<file path="src/rtl/mem_arb_pkg.sv">
// ---------------------------------------------------------------------------
// mem_arb_pkg
// Shared types and constants for the two-port memory arbiter.
//   arb_state_e : transaction FSM states (IDLE -> BUSY -> RESP -> IDLE)
//   PORT_I/D    : port indices (0 = instruction cache, 1 = data cache)
//   DEF_*       : default widths and timeout
//   cnt_width() : timeout counter width, never below 1 bit
// ---------------------------------------------------------------------------
package mem_arb_pkg;

  typedef enum logic [1:0] {
    IDLE = 2'd0,
    BUSY = 2'd1,
    RESP = 2'd2
  } arb_state_e;

  localparam logic PORT_I = 1'b0;
  localparam logic PORT_D = 1'b1;

  localparam int DEF_ADDR_W  = 32;
  localparam int DEF_DATA_W  = 256;
  localparam int DEF_TIMEOUT = 1024;

  // A disabled timeout (0) still needs a 1-bit counter to keep widths legal.
  function automatic int cnt_width(input int timeout);
    return (timeout > 0) ? $clog2(timeout + 1) : 1;
  endfunction

endpackage

</file>
<file path="src/rtl/mem_arb_rr.sv">
// ---------------------------------------------------------------------------
// mem_arb_rr
// Combinational 2-way round-robin picker.
//   req_i[1:0]    in  : request per port
//   last_grant_i  in  : port granted in the previous round
//   valid_o       out : at least one port requests
//   winner_o      out : chosen port (a lone requester wins; on a tie the port
//                       that did not win last time)
// ---------------------------------------------------------------------------
module mem_arb_rr
  import mem_arb_pkg::*;
(
  input  logic [1:0] req_i,
  input  logic       last_grant_i,
  output logic       valid_o,
  output logic       winner_o
);

  always_comb begin
    // NOTE: every combinational output gets a default first so no path
    // through the block leaves it unassigned and infers a latch.
    valid_o  = |req_i;
    winner_o = PORT_I;
    if (req_i == 2'b11) begin
      winner_o = ~last_grant_i;
    end else if (req_i[PORT_D]) begin
      winner_o = PORT_D;
    end
  end

endmodule

</file>
<file path="src/rtl/mem_port_arbiter.sv">
// ---------------------------------------------------------------------------
// mem_port_arbiter
// Shares one line-wide memory port between the instruction cache (port 0)
// and the data cache (port 1). One line transaction at a time, round-robin
// on ties, optional timeout guard on the memory acknowledge.
//   clk_i, rst_i            : clock, asynchronous active-low reset
//   pN_req/write/addr/data_i: requester N command, held until pN_ack_o
//   pN_data_o, pN_ack_o     : read data and 1-cycle completion for port N
//   mem_enable/write/addr/data_o, mem_data_i, mem_ack_i : memory handshake
//   grant_o                 : owning port while busy_o = 1
//   busy_o                  : a transaction is in flight
//   timeout_o               : sticky, set when memory failed to ack in time
// ---------------------------------------------------------------------------
module mem_port_arbiter
  import mem_arb_pkg::*;
#(
  parameter int ADDR_W  = DEF_ADDR_W,
  parameter int DATA_W  = DEF_DATA_W,
  parameter int TIMEOUT = DEF_TIMEOUT
) (
  input  logic              clk_i,
  input  logic              rst_i,
  input  logic              p0_req_i,
  input  logic              p0_write_i,
  input  logic [ADDR_W-1:0] p0_addr_i,
  input  logic [DATA_W-1:0] p0_data_i,
  output logic [DATA_W-1:0] p0_data_o,
  output logic              p0_ack_o,
  input  logic              p1_req_i,
  input  logic              p1_write_i,
  input  logic [ADDR_W-1:0] p1_addr_i,
  input  logic [DATA_W-1:0] p1_data_i,
  output logic [DATA_W-1:0] p1_data_o,
  output logic              p1_ack_o,
  output logic              mem_enable_o,
  output logic              mem_write_o,
  output logic [ADDR_W-1:0] mem_addr_o,
  output logic [DATA_W-1:0] mem_data_o,
  input  logic [DATA_W-1:0] mem_data_i,
  input  logic              mem_ack_i,
  output logic              grant_o,
  output logic              busy_o,
  output logic              timeout_o
);

  localparam int              CNT_W    = cnt_width(TIMEOUT);
  localparam logic [CNT_W-1:0] CNT_LAST = CNT_W'((TIMEOUT > 0) ? TIMEOUT - 1 : 0);
  localparam logic             TMO_EN   = (TIMEOUT != 0);

  arb_state_e        r_state;
  arb_state_e        w_next_state;
  logic              r_last_grant;
  logic              r_grant;
  logic              r_write;
  logic [ADDR_W-1:0] r_addr;
  logic [DATA_W-1:0] r_wdata;
  logic [DATA_W-1:0] r_rdata;
  logic [CNT_W-1:0]  r_cnt;
  logic              r_timeout;
  logic              w_arb_valid;
  logic              w_arb_winner;
  logic              w_tmo_hit;

  mem_arb_rr u_rr (
    .req_i        ({p1_req_i, p0_req_i}),
    .last_grant_i (r_last_grant),
    .valid_o      (w_arb_valid),
    .winner_o     (w_arb_winner)
  );

  // Next state and state-decoded outputs. Everything visible to the
  // requesters and memory comes from registers, so an asynchronous reset
  // drops mem_enable_o and the acks immediately.
  always_comb begin
    w_next_state = r_state;
    w_tmo_hit    = 1'b0;
    mem_enable_o = 1'b0;
    mem_write_o  = 1'b0;
    p0_ack_o     = 1'b0;
    p1_ack_o     = 1'b0;
    busy_o       = (r_state != IDLE);
    unique case (r_state)
      IDLE: begin
        if (w_arb_valid) w_next_state = BUSY;
      end
      BUSY: begin
        mem_enable_o = 1'b1;
        mem_write_o  = r_write;
        // An ack arriving on the last allowed cycle still wins over the timeout.
        if (mem_ack_i) begin
          w_next_state = RESP;
        end else if (TMO_EN && (r_cnt == CNT_LAST)) begin
          w_next_state = RESP;
          w_tmo_hit    = 1'b1;
        end
      end
      RESP: begin
        p0_ack_o     = (r_grant == PORT_I);
        p1_ack_o     = (r_grant == PORT_D);
        w_next_state = IDLE;
      end
      default: w_next_state = IDLE;
    endcase
  end

  always_ff @(posedge clk_i or negedge rst_i) begin
    if (!rst_i) begin
      r_state      <= IDLE;
      r_last_grant <= PORT_D;   // port 0 wins the first tie after reset
      r_grant      <= PORT_I;
      r_write      <= 1'b0;
      // NOTE: the wide line registers are reset on purpose: they drive the
      // memory and requester data pins directly, which must read zero after reset.
      r_addr       <= '0;
      r_wdata      <= '0;
      r_rdata      <= '0;
      r_cnt        <= '0;
      r_timeout    <= 1'b0;
    end else begin
      // NOTE: non-blocking assignments so every register here samples the
      // values from before this edge, independent of statement order.
      r_state <= w_next_state;
      unique case (r_state)
        IDLE: begin
          r_cnt <= '0;
          if (w_arb_valid) begin
            r_grant      <= w_arb_winner;
            r_last_grant <= w_arb_winner;
            if (w_arb_winner == PORT_D) begin
              r_write <= p1_write_i;
              r_addr  <= p1_addr_i;
              r_wdata <= p1_data_i;
            end else begin
              r_write <= p0_write_i;
              r_addr  <= p0_addr_i;
              r_wdata <= p0_data_i;
            end
          end
        end
        BUSY: begin
          // Cannot wrap with the timeout enabled: BUSY is left at CNT_LAST.
          r_cnt <= r_cnt + 1'b1;
          if (mem_ack_i) begin
            if (!r_write) r_rdata <= mem_data_i;
          end else if (w_tmo_hit) begin
            r_timeout <= 1'b1;
            r_rdata   <= '0;
          end
        end
        RESP: r_cnt <= '0;
        default: r_cnt <= '0;
      endcase
    end
  end

  assign mem_addr_o = r_addr;
  assign mem_data_o = r_wdata;
  assign p0_data_o  = r_rdata;
  assign p1_data_o  = r_rdata;
  assign grant_o    = r_grant;
  assign timeout_o  = r_timeout;

endmodule
</file>
<file path="config.mk">
export PLATFORM = sky130hd
export DESIGN_NAME = mem_port_arbiter
export DESIGN_NICKNAME = d
export VERILOG_FILES = /design/src/rtl/mem_arb_pkg.sv /design/src/rtl/mem_arb_rr.sv /design/src/rtl/mem_port_arbiter.sv
export SDC_FILE = /design/constraint.sdc
export NUM_CORES = 1
export LEC_CHECK = 0
export CORE_AREA = 10 10 635 637
export DETAILED_ROUTE_END_ITERATION = 12
export DIE_AREA = 0 0 645 647
export PLACE_DENSITY_LB_ADDON = 0.15
export SYNTH_ARGS = -nofsm -noshare
export SYNTH_HDL_FRONTEND = slang
export SYNTH_HIERARCHICAL = 1
export SYNTH_SLANG_ARGS = --single-unit
</file>
<file path="constraint.sdc">
create_clock -name clk_i -period 2.05 [get_ports clk_i]
set_input_delay 0.3075 -clock clk_i [delete_from_list [all_inputs] [get_ports clk_i]]
set_output_delay 0.3075 -clock clk_i [all_outputs]
set_load 0.01 [all_outputs]
</file>
==> results by group <==
Detailed routing
  – Final WL: 293,000 um
  – Vias after detailed routing: between 20k and 30k
  – DRT iter0 DRCs: 1,339
  – Routed Antenna Nets: 0
  – DR DRC count: 0
  – DR vias/cell: 2.81
  – Drt first pass iters: 5
  – Avg WL per Cell: between 30 and 40 um

GRT
  – Global-route wire length before repair: 357,000 um
  – Largest net degree at the start of global routing: 117
  – Global route overflow: 0
  – Number of global-route vias before repair: about 28k
  – Initial antenna violation count: 154
  – Gr usage total: 13.2%

Final layout
  – Multi-input gate area: 0.00973 sq mm
  – P&R area growth vs syn: 106%
  – Ratio of cells with drive above 1 in the final layout: 19.5%
  – Commonest non-fill, non-tap cell in the layout: clkdlybuf4s50_1
  – Register area: 0.0141 sq mm
  – Nets: 5,208
  – Commonest cells after routing, fill and taps aside: 836 x clkdlybuf4s50_1, 808 x nand2_1, 592 x dlygate4sd2_1, 472 x dfrtp_1, 307 x o21ai_0
  – Finished Core Util: roughly 14%
  – Design area: about 0.053 sq mm
  – FILL cells: 44.7k
  – Post-Layout Cell Count: between 9k and 10k

Logic synthesis
  – Mapped Area: around 0.026 sq mm
  – Yosys warning count: 6
  – Mean post-synth cell area: 9.61 sq um
  – Register bit total from synthesis: 561
  – Syn nets: around 3.5k
  – Post-synthesis sequential area ratio: about 54%
  – Synth Instances: between 2k and 3k
  – Yosys cell types: 38

Timing
  – Relative slew slack: 52.8%
  – Fin crit period: about 2.3 ns
  – Tcrit/Tclk final: 110%
  – Max frequency: between 400 and 500 MHz
  – Final Hold Viols: 0
  – Measured slew at the worst slew-check pin: 0.708 ns
  – Clk_skew: 0.0320 ns
  – Final worst setup slack: -0.209 ns
  – RSZ-0062 raised after global routing: true
  – # setup viols final: 104
  – Final Slew Violations: 0
  – Worst hold slack: 0.0766 ns

Floorplan
  – Die H: 647 um
  – DIE WIDTH: 645 um
  – Initial Util: 6.62%
  – DIE AREA: 0.417 sq mm
  – Num ports: 1,646
  – Core area: 0.391 sq mm
  – Row count: 230

Hold path
  – Critical hold path startpoint: mem_data_i[131]
  – Hold Path Class: in -> reg
  – Hold Path Sink: p0_data_o[131]
  – Hold path depth: 3

Power
  – Internal power: 40.5 mW
  – Pwr dens: 1400 mW/mm^2
  – Clock share of power: 20.9%
  – Sw Ratio: 46.0%
  – Net Sw Power: 34.5 mW
  – Leakage: 22.7 nW
  – Comb power frac: 50.5%
  – Flop pwr share: 28.7%
  – Max IR drop VDD: 0.586 mV

Setup path
  – Crit-path max cell delay: 0.42 ns
  – CP bufs+invs: 3
  – Worst path cell trace: buf_12, or2b_1, inv_2, and2_4, buf_12
  – FF-to-FF End: p0_data_o[143]
  – Maximum fanout along the worst path: 8
  – Crit start category: flop
  – CP Data Required Time: approximately 1.7 ns
  – RR Startpoint: r_state[1]
  – Critical Path Slowest Stage Cell: dfrtp_1
  – CP arrival: 1.95 ns
  – Crit. End Element: primary output
  – Most Frequent Cell on Critical Path: buf_12
  – Critical path's top delay family: flip-flops
  – R2r setup slk: -0.11 ns
  – R2r worst-path depth: 7
  – Crit path kind: reg -> out

CTS
  – Clock sink count: 561
  – Clock Pin Slew Worst Setup and Hold Paths: 0.06 ns
  – Root Buffer: clkbuf_16
  – CTS tree: built
  – H-Tree Depth: 3
  – CTS max path bufs: 4
  – Worst skew pair latency: approximately 0.79 ns
  – CTS Buf Count: between 80 and 90

Outcome
  – Failing checks: setup timing
  – Status: finished, violations left

Placed design
  – Placed instance area: between 0.04 and 0.05 sq mm
  – Global placement routability congestion: ~0.86
  – # port buffers: 1,645
  – Dpl ws: -1.15 ns
  – HPWL after DPL: 251,000 um
  – Cell total after placement: 9,303

Job
  – Max cap viols: 0
what timing repair did:
action / CTS / global route
pin swaps: 0 / 177
setup endpoints to repair: 850 / 233
setup buffers: 40 / 4
resized for setup: 1178 / 427
gates cloned: 6 / 26
hold buffers: 119 / 0
hold endpoints to repair: 477 / 0
cell usage after synthesis:
cell type,instances,area share (%)
and4bb_2,1,0.048
or4_1,2,0.058
buf_6,22,0.96
xor2_1,1,0.034
clkbuf_1,121,1.8
or2b_1,1,0.029
a21oi_1,5,0.097
o21ai_1,23,0.44
or2_2,1,0.024
clkbuf_2,3,0.058
a21boi_1,1,0.029
nor4_4,1,0.082
o31ai_1,3,0.087
and3b_1,1,0.034
and2_1,3,0.073
o21a_1,2,0.058
nor4_1,1,0.024
buf_2,32,0.62
nand3_1,4,0.077
or3b_2,1,0.034
nor3b_1,1,0.029
ha_1,1,0.048
dfrtp_1,560,54
or2_1,1,0.024
nor2_1,4,0.058
buf_4,258,7.5
or4bb_1,1,0.044
nand4_1,2,0.048
or4b_4,1,0.053
dfstp_2,1,0.10
nand2_1,808,12
xnor2_1,2,0.068
buf_1,4,0.058
mux2i_1,289,11
o31a_1,1,0.034
o21ai_0,525,10
or3_1,3,0.073
inv_1,3,0.044
worst register-to-register path, stage by stage, from the launching register on:
cell	delay, ns
dfrtp_1	0.42
or4b_4	0.55
nor4_4	0.32
buf_12	0.20
buf_6	0.13
buf_12	0.16
buf_16	0.18
o21ai_2	0.06
cell type report:
type                    count  share of cell area (%)
repair buffers           2023                    37.6
clock inverters            16                   0.347
diodes                     30                   0.140
inverters                   3                  0.0211
multi-input cells        1690                    18.2
well taps                5220                    12.2
flip-flops and latches    561                    26.5
clock buffers             138                    5.02
sequential cells by signal (all words and copies together) (netlist names):
register / count
r_state: 2
mem_addr_o: 32
r_cnt: 11
p0_data_o: 256
r_write: 1
r_last_grant: 1
mem_data_o: 256
grant_o: 1
timeout_o: 1
power groups by stage:
stage	combinational, mW	clock (mW)	sequential [mW]
after global routing	41.1	16.8	22.3
after CTS	38.2	16.4	21.8
after global placement	41.3	0	22.2
after detailed placement	41.1	0	22.3
final	37.9	15.7	21.5
after floorplan	11.7	0	21.9
cell families after synthesis:
kind of cell,Yosys count,share of synthesized area (%)
and+or+nand+nor,837,12.5
DFF,561,54.3
AOI/OAI and AO/OA,560,10.9
buffers and inverters,443,11.0
muxes,289,11.2
xor gates and xnor gates,3,0.102
adders and majority gates,1,0.0483
worst max path at each step:
| stage | startpoint | end | depth (start not counted) |
|---|---|---|---|
| after floorplan | r_state[1] | p0_data_o[215] | 5 |
| after global placement | p1_req_i | mem_addr_o[4] | 8 |
| after detailed placement | p1_req_i | mem_addr_o[4] | 8 |
| after CTS | r_state[0] | mem_write_o | 5 |
| after global routing | r_state[0] | mem_write_o | 5 |
| final | r_state[1] | mem_write_o | 5 |
metrics by stage:
stage,setup TNS [ns],power [mW]
global placement,-310.39,63.5
finish,-5.15,75.0
detailed placement,-312.45,63.4
floorplan,0,33.6
global route,-16.26,80.1
CTS,-3.79,76.4
layer usage:
layer	track usage, %	part of all wire [%]
met3	6.46	10
met4	2.98	2.6
met5	0	0.22
met2	24.3	52
met1	13.4	35
No activity file was read; power rests on OpenSTA's default activity.
